$ cat config.mk
export PLATFORM = sky130hd
export DESIGN_NAME = ff256_ct_seq_param
export DESIGN_NICKNAME = d
export VERILOG_FILES = /design/src/rtl/ff256_ct_seq_param_pkg.sv /design/src/rtl/ff256_gf_mult.sv /design/src/rtl/ff256_ct_seq_param.sv
export SDC_FILE = /design/constraint.sdc
export NUM_CORES = 1
export LEC_CHECK = 0
export ABC_AREA = 1
export CORE_ASPECT_RATIO = 1.2
export CORE_MARGIN = 1.5
export CORE_UTILIZATION = 50
export DETAILED_ROUTE_END_ITERATION = 8
export PLACE_DENSITY = 0.7
export SETUP_SLACK_MARGIN = 0.2
export SLEW_MARGIN = 40
export SYNTH_ARGS = -nofsm -noshare
export SYNTH_HDL_FRONTEND = slang
export SYNTH_SLANG_ARGS = --single-unit
$ cat constraint.sdc
create_clock -name clk -period 2.1 [get_ports clk]
set_input_delay 0.315 -clock clk [delete_from_list [all_inputs] [get_ports clk]]
set_output_delay 0.315 -clock clk [all_outputs]
set_load 0.005 [all_outputs]
$ cat src/rtl/ff256_ct_seq_param_pkg.sv
// ff256_ct_seq_param_pkg: shared states, register bit positions and coefficient helpers
package ff256_ct_seq_param_pkg;

    typedef enum logic [2:0] {IDLE, RUN, DRAIN, DONE} state_t;

    localparam int CTRL_START = 0;
    localparam int CTRL_CLEAR = 1;

    localparam int STAT_DONE  = 0;
    localparam int STAT_BUSY  = 1;
    localparam int STAT_STATE = 2;
    localparam int STAT_K     = 5;

    localparam logic [8:0] DEFAULT_POLY = 9'h11D;

    // Flat image of logic [0:n-1][0:n-1][7:0]; element [k][m] sits at bit ((n-1-k)*n+(n-1-m))*8
    function automatic logic [2047:0] identity_coef(input int n);
        identity_coef = '0;
        for (int i = 0; i < n; i++) identity_coef[(n - 1 - i) * (n + 1) * 8] = 1'b1;
    endfunction

endpackage

$ cat src/rtl/ff256_gf_mult.sv
// ff256_gf_mult: combinational GF(2^8) multiplier reduced by POLY
module ff256_gf_mult
    import ff256_ct_seq_param_pkg::*;
#(
    parameter logic [8:0] POLY = DEFAULT_POLY
)(
    input  logic [7:0] a,
    input  logic [7:0] b,
    output logic [7:0] p
);
    logic [7:0] sh;

    always_comb begin
        p  = '0;
        sh = a;
        for (int i = 0; i < 8; i++) begin
            p  = b[i] ? p ^ sh : p;
            sh = {sh[6:0], 1'b0} ^ (sh[7] ? POLY[7:0] : 8'h00);
        end
    end

endmodule

$ cat src/rtl/ff256_ct_seq_param.sv
// ff256_ct_seq_param: sequential GF(2^8) matrix transform engine with a Wishbone slave port
module ff256_ct_seq_param
    import ff256_ct_seq_param_pkg::*;
#(
    parameter int                          N          = 8,
    parameter logic [8:0]                  POLY       = DEFAULT_POLY,
    parameter logic [0:N-1][0:N-1][7:0]    COEF       = (N*N*8)'(identity_coef(N)),
    parameter int                          DATA_WIDTH = 32,
    parameter int                          ADR_WIDTH  = 4
)(
    input  logic                      clk,
    input  logic                      reset,
    input  logic [ADR_WIDTH-1:0]      adr_i,
    input  logic [DATA_WIDTH-1:0]     data_i,
    output logic [DATA_WIDTH-1:0]     data_o,
    input  logic                      we_i,
    input  logic [DATA_WIDTH/8-1:0]   sel_i,
    input  logic                      stb_i,
    input  logic                      cyc_i,
    output logic                      ack_o,
    output logic                      busy_o,
    output logic                      done_o
);
    localparam int W  = N / 4;
    localparam int KW = $clog2(N);
    localparam logic [ADR_WIDTH-1:0] A_CTRL = ADR_WIDTH'(W);
    localparam logic [ADR_WIDTH-1:0] A_STAT = ADR_WIDTH'(W + 1);

    state_t                state;
    logic [4:0]            k;
    logic [W-1:0][31:0]    in_w;
    logic [N-1:0][7:0]     x_s, prod, prod_c, work, res;
    logic                  pv;
    logic [7:0]            red;
    logic [31:0]           status;
    logic                  acc, wr, start, clr;

    assign acc   = stb_i & cyc_i & ~ack_o;
    assign wr    = acc & we_i;
    assign start = wr && adr_i == A_CTRL && data_i[CTRL_START];
    assign clr   = wr && adr_i == A_CTRL && data_i[CTRL_CLEAR];

    for (genvar i = 0; i < N; i++) begin : g_mul
        ff256_gf_mult #(.POLY(POLY)) u_mul (
            .a(COEF[k[KW-1:0]][i]),
            .b(x_s[i]),
            .p(prod_c[i])
        );
    end

    always_comb begin
        red = '0;
        for (int i = 0; i < N; i++) red = red ^ prod[i];
    end

    always_comb begin
        status                  = '0;
        status[STAT_DONE]       = done_o;
        status[STAT_BUSY]       = busy_o;
        status[STAT_STATE +: 3] = state;
        status[STAT_K +: 5]     = k;
    end

    always_comb begin
        data_o = 32'hAABBCCDD;
        for (int i = 0; i < W; i++) data_o = adr_i == ADR_WIDTH'(i) ? in_w[i] : data_o;
        data_o = adr_i == A_CTRL ? '0 : data_o;
        data_o = adr_i == A_STAT ? status : data_o;
        for (int i = 0; i < W; i++) data_o = adr_i == ADR_WIDTH'(W + 2 + i) ? res[4*i +: 4] : data_o;
    end

    // Row k is registered as products at E(k+1) and shifted into work at E(k+2)
    always_ff @(posedge clk or negedge reset) begin
        if (!reset) begin
            state  <= IDLE;
            k      <= '0;
            busy_o <= 1'b0;
            done_o <= 1'b0;
            ack_o  <= 1'b0;
            in_w   <= '0;
            x_s    <= '0;
            prod   <= '0;
            pv     <= 1'b0;
            work   <= '0;
            res    <= '0;
        end else begin
            ack_o <= acc;
            for (int i = 0; i < W; i++)
                for (int b = 0; b < 4; b++)
                    if (wr && !busy_o && adr_i == ADR_WIDTH'(i) && sel_i[b])
                        in_w[i][8*b +: 8] <= data_i[8*b +: 8];
            pv <= state == RUN;
            if (state == RUN) prod <= prod_c;
            if (pv) work <= {red, work[N-1:1]};
            case (state)
                IDLE, DONE: begin
                    if (start) begin
                        state  <= RUN;
                        k      <= '0;
                        x_s    <= in_w;
                        busy_o <= 1'b1;
                        done_o <= 1'b0;
                    end else if (clr && state == DONE) begin
                        state  <= IDLE;
                        done_o <= 1'b0;
                    end
                end
                RUN: begin
                    k <= k + 5'd1;
                    if (k == 5'(N - 1)) state <= DRAIN;
                end
                DRAIN: begin
                    k <= k + 5'd1;
                    if (k == 5'(N + 1)) begin
                        state  <= DONE;
                        busy_o <= 1'b0;
                        done_o <= 1'b1;
                        res    <= work;
                    end
                end
                default: state <= IDLE;
            endcase
        end
    end

endmodule

==> results.cfg, run 1 <==
[final_layout]
drive_above_1_share_pct = 15.30
diodes = 0
fill_cells = 2344
multiInputGateArea_um2 = 5220
regArea_um2 = 8295
area_growth_pct = 23.82
nets = 1927

[status]
status = complete, no violations

[flow_run]
drv_cap = 0

[critical_path]
cpLargestDelayFamily = buffers and inverters
cp.required_ns = 1.78
setup.worst_path.start_class = input pin
r2r_cells = 9
max_stage_delay_ns = 0.22
path_common_cell = buf_6
worstSetupPathDepth = 10
critPathBufInv = 5
slowest_stage = clkdlybuf4s15_2
crit_type = in -> out
cp.arrival_ns = 1.66
critPathMaxFanout = 9
end_kind = output port
crit_chain = buf_6 > buf_6 > nand2_4 > nor3_4 > buf_6 > nor2_4 > buf_12 > o211ai_1 > a21oi_2 > clkdlybuf4s15_2

[clock_network]
cts_buffers = 34
h-tree-depth = 2
clk_pin_slew_ns = 0.06
insertion_delay_ns = 0.52
clockBufferDepth = 3
cts_root_buf = clkbuf_16
cts_tree = done
cts.sinks = 331

[timing]
finalMaxSlewViolations = 0
hold_viol = 0
rsz0062_at_grt = true
fin_ws_ns = 0.1239
min_period_ns = 1.976
worst_pin_slew_ns = 0.5175
post-route-period-util_pct = 94.10
fmax_mhz = 506.0
setup_viol = 0
relSlewSlack_pct = 65.50
fin_skew_ns = 0.01742

[synth]
syn-instance-count = 1717
yosysMostFrequentCell = nand2_1
ys_seq_area_share_pct = 57.12
syn_area_per_cell_um2 = 8.445
ys_top_cells_by_count = nand2_1, dfrtp_1, o21ai_0
synth_area_leader_cell = dfrtp_1
synth_edf_count = 0
synthFlopType = dfrtp_1
synth-warning-count = 0
synth_area_um2 = 14500
synth_top_area_share_pct = 57.12
ys_ff_latch = 331
async_flop_share_pct = 100.0
synth.area.top_cells = dfrtp_1, nand2_1, o21ai_0, inv_1, nand3_1
synth_cell_types = 30
syn_nets = 1771

[die]
die_y_um = 189.6
boundaryPins = 80
dieArea_um2 = 30040
core_area_um2 = 28670
rows = 68
die_w_um = 158.5
initial_core_util_pct = 50.57

[power]
intPower_w = 0.01047
power_density_nw_per_um2 = 756.6
vdd_drop_max_mv = 0.6187
clkPwrFrac_pct = 44.4
switchingPower_w = 0.003118
p_seq_share_pct = 48.7
comb_power_share_pct = 6.9
power.leakage_nw = 8.691
p_sw_share_pct = 22.95
fin_total_pwr_w = 0.01358

[global_route]
grt_pass1_vias = 11860
grt_pass1_wl_mm = 63.11
antenna_found_initial = 2
grt-ovfl-total = 0
grt_use_total_pct = 27.45
grt_max_degree = 74

[drt]
drt.antenna.violating_nets = 0
dr.pass1.iters = 6
routed_via_density = 5.354
wl_per_cell_um = 17.81
num_vias = 12210
routed_wirelength_mm = 40.61
drc_errors = 0
drt-initial-drc-count = 966

[placement]
hpwl_mm = 26.96
globalplace.congestion = 0.8666
pre_cts_ws_ns = -0.5588
portBuffers = 79

[hold_path]
hold_class = in -> async
## cell type report
type                            instances  area share (%)
Sequential cell                       331           46.21
Multi-Input combinational cell       1075           29.08
Timing Repair Buffer                  193           10.86
Clock buffer                           53           5.701
Inverter                              238           5.032
Tap cell                              385           2.683
Clock inverter                          5          0.4391
## state kept, by name, summed over array words and instances (netlist names)
signal	count
busy_o	1
k	5
x_s	64
state	2
prod	64
ack_o	1
pv	1
res	64
done_o	1
work	64
in_w	64
## timing repair
action	in CTS	in global routing
gates resized for setup	197	58
pin swaps	35	20
gates cloned	4	3
hold buffers	1	0
setup endpoints to repair	44	85
buffers inserted	30	11
hold endpoints to repair	270	0
## per-stage QoR
| stage | util (%) | instances | hold WS [ns] | TNS [ns] | instance area, um^2 |
|---|---|---|---|---|---|
| floorplan | - | 1717 | 0.01941 | 0 | 14500 |
| global placement | 56.45 | 2173 | 0.1666 | -15.84 | 16180 |
| detailed placement | 56.45 | 2173 | 0.1658 | -17.05 | 16180 |
| CTS | 61.71 | 2266 | 0.2382 | 0 | 17690 |
| global route | 62.62 | 2280 | 0.2487 | 0 | 17950 |
| finish | 62.62 | 2280 | 0.2423 | 0 | 17950 |
## worst reg2reg max path, stage by stage, from the launching register on
cell and delay, ns:
dfrtp_2 0.46, inv_2 0.10, ha_2 0.20, nand2_2 0.08, nor3_4 0.23, buf_4 0.19, nand2_2 0.13, buf_4 0.23
nand2_1 0.07, o21ai_0 0.08
## routing by layer
metal	GRT usage [%]	vias up	part of all wire (%)
met3	5.194	130	6.9
met2	43.62	418	48
met5	0	-	0.062
li1	-	5750	-
met1	36.10	5906	40
met4	13.55	4	5.1
## logic make-up after synthesis
group | count (synthesis) | share of synthesized area (%)
simple gates | 704 | 20.09
flops | 331 | 57.12
compound gates | 351 | 12.82
buf+inv | 314 | 8.707
fa+ha+maj | 9 | 0.7766
xor+xnor | 8 | 0.4832
## power groups by stage
stage	clock network, W	registers (W)	logic [W]
after floorplan	0	0.00667	0.000301
after global placement	0	0.00672	0.000825
after detailed placement	0	0.00672	0.000833
after CTS	0.00609	0.00661	0.000899
after global routing	0.00633	0.00662	0.00103
final	0.00603	0.00661	0.000939
## cell usage in the layout, fill, tap and decap left out, types with 3 or more instances in the layout
| cell | n |
|---|---|
| clkdlybuf4s50_1 | 42 |
| buf_2 | 26 |
| nor2_4 | 5 |
| clkbuf_8 | 8 |
| ha_1 | 7 |
| o21ai_1 | 22 |
| nand3_4 | 7 |
| nor2_2 | 4 |
| clkbuf_16 | 37 |
| o22ai_1 | 32 |
| buf_6 | 16 |
| a21oi_1 | 13 |
| inv_1 | 220 |
| nand2_4 | 7 |
| dfrtp_1 | 323 |
| inv_2 | 16 |
| xnor2_1 | 8 |
| dfrtp_2 | 7 |
| nand3_2 | 3 |
| o21ai_0 | 243 |
| o21ai_2 | 7 |
| clkbuf_1 | 10 |
| buf_4 | 69 |
| a21oi_2 | 14 |
| clkbuf_2 | 5 |
| nor2_1 | 31 |
| o211ai_1 | 15 |
| o22ai_2 | 5 |
| nand2_2 | 9 |
| buf_8 | 4 |
| buf_12 | 24 |
| nand3_1 | 93 |
| nand2_1 | 542 |
## worst paths after layout
check | end | slack, ns | from
setup / recovery | data_o[10] | 0.12 | adr_i[2]
hold / removal | prod[27] | 0.24 | reset
min in group clk | in_w[37] | 0.38 | data_i[5]
setup reg to reg | res[29] | 0.24 | k[1]
max in group asynchronous | work[15] | 1.19 | reset
hold reg to reg | res[2] | 0.48 | res[2]
(Power assumes the default switching activity.)
==> run 2, diff against run 1 <==
--- a/config.mk
+++ b/config.mk
@@ -6,7 +6,6 @@
 export NUM_CORES = 1
 export LEC_CHECK = 0
 export ABC_AREA = 1
-export CORE_ASPECT_RATIO = 1.2
 export CORE_MARGIN = 1.5
 export CORE_UTILIZATION = 50
 export DETAILED_ROUTE_END_ITERATION = 8
==> run 2 against run 1 <==
Effect of this change:
- sequential share of layout area hardly changed
- register-to-register slack better by 0.05 ns
- highest routed layer is now met4
- cell area hardly changed
- total power is 1.2% higher
- die area hardly changed
- largest power group unchanged
- first-iteration DRC count is 1.1% higher
==> results.cfg, run 2 (synthesis gave the netlist of run 1 again) <==
[status]
status = complete, no violations

[critical_path]
setup.worst_path.start_class = register
end_kind = output port
crit_type = reg -> out
cp.required_ns = 1.78
cp.arrival_ns = 1.60
critPathMaxFanout = 2
r2r_slack_ns = 0.29

[die]
core_area_um2 = 28630
die_y_um = 173.3
boundaryPins = 80
initial_core_util_pct = 50.66
die_w_um = 173.3
dieArea_um2 = 30030
rows = 62

[flow_run]
drv_cap = 0

[timing]
hold_ws_ns = 0.3100
min_period_ns = 1.917
hold_viol = 0
finalMaxSlewViolations = 0
setup_viol = 0
relSlewSlack_pct = 60.11
rsz0062_at_grt = true
post-route-period-util_pct = 91.29
worst_pin_slew_ns = 0.5983
fmax_mhz = 521.6
fin_skew_ns = 0.01470
final.setup.tns_ns = 0

[final_layout]
stdcell_area_um2 = 17940
nets = 1919
drive_above_1_share_pct = 15.19
area_growth_pct = 23.71
diodes = 0
final_cell_mix = nand2_1, dfrtp_1, o21ai_0, inv_1, nand3_1
fill_cells = 2361
final_common_cell = nand2_1

[placement]
hpwl_mm = 27.20
globalplace.congestion = 0.8905
portBuffers = 79
placed_area_um2 = 16060

[global_route]
grt_pass1_vias = 11860
grt_max_degree = 121
grt-ovfl-total = 0
grt_use_total_pct = 27.39
grt_pass1_wl_mm = 64.48
antenna_found_initial = 0

[clock_network]
cts_buffers = 35
cts.sinks = 331
clk_pin_slew_ns = 0.06
insertion_delay_ns = 0.52
cts_tree = done
clockBufferDepth = 3
cts_root_buf = clkbuf_16
h-tree-depth = 2

[hold_path]
hold_class = in -> async

[drt]
wl_per_cell_um = 17.74
num_vias = 12100
routed_wirelength_mm = 40.33
drt-initial-drc-count = 977
dr.pass1.iters = 8
drc_errors = 0
routed_via_density = 5.321
drt.antenna.violating_nets = 0

[power]
fin_total_pwr_w = 0.01375
clkPwrFrac_pct = 44.9
comb_power_share_pct = 7.0
power_density_nw_per_um2 = 766.6
vdd_drop_max_mv = 0.7699
intPower_w = 0.01053
switchingPower_w = 0.003223
power.leakage_nw = 8.610
p_sw_share_pct = 23.43
p_seq_share_pct = 48.1
## run 2: worst max-delay path, stage by stage (launching register included)
cell	delay (ns)
dfrtp_1	0.44
o21ai_2	0.09
o21ai_2	0.17
buf_4	0.15
nand2_2	0.05
nor2_2	0.08
buf_2	0.12
## run 2: final timing paths
check / start / endpoint / depth (start not counted)
min in group clk: data_i[4] / in_w[4] / 3
max: in_w[38] / data_o[6] / 6
max reg2reg: k[1] / res[41] / 7
max in group asynchronous: reset / work[0] / 3
min: reset / prod[51] / 2
min reg2reg: work[53] / work[45] / 2
## run 2: power groups by stage
| stage | Clock [W] | Combinational [W] | Sequential [W] |
|---|---|---|---|
| after floorplan | 0 | 0.000301 | 0.00667 |
| after global placement | 0 | 0.000824 | 0.00672 |
| after detailed placement | 0 | 0.000837 | 0.00672 |
| after CTS | 0.00626 | 0.000920 | 0.00661 |
| after global routing | 0.00652 | 0.00105 | 0.00663 |
| final | 0.00618 | 0.000957 | 0.00662 |
## run 2: what timing repair did
| item | 4_1_cts | 5_1_grt |
|---|---|---|
| resized for setup | 215 | 42 |
| cloned | 4 | 0 |
| pin swaps | 48 | 22 |
| buffers inserted | 40 | 10 |
| endpoints found under the setup margin | 33 | 29 |
| hold buffers | 1 | 0 |
| endpoints found under the hold margin | 42 | 0 |
## run 2: through the flow
step / setup WS [ns] / cells / utilization [%]
final: 0.1829 / 2274 / 62.67
after global routing: 0.1260 / 2274 / 62.67
after CTS: 0.1294 / 2264 / 62.01
after detailed placement: -0.6321 / 2157 / 56.10
after global placement: -0.6601 / 2157 / 56.10
after floorplan: 0.5894 / 1717 / -
## run 2: area by class of cell
cell class | instances | area [um^2] | share of cell area, %
clock buffers | 50 | 982.2 | 5.475
clock inverters | 12 | 151.4 | 0.8440
inverters | 238 | 907.1 | 5.057
multi-input cells | 1072 | 5253 | 29.28
flip-flops and latches | 331 | 8290 | 46.22
well taps | 384 | 480.5 | 2.678
repair buffers | 187 | 1874 | 10.45
## run 2: metal layers
metal,vias up,share of wire [%],GRT usage (%)
met5,-,0,0
met4,0,3.2,9.239
met3,82,6.0,4.101
met2,399,47,44.11
met1,5876,44,38.24
li1,5742,-,-
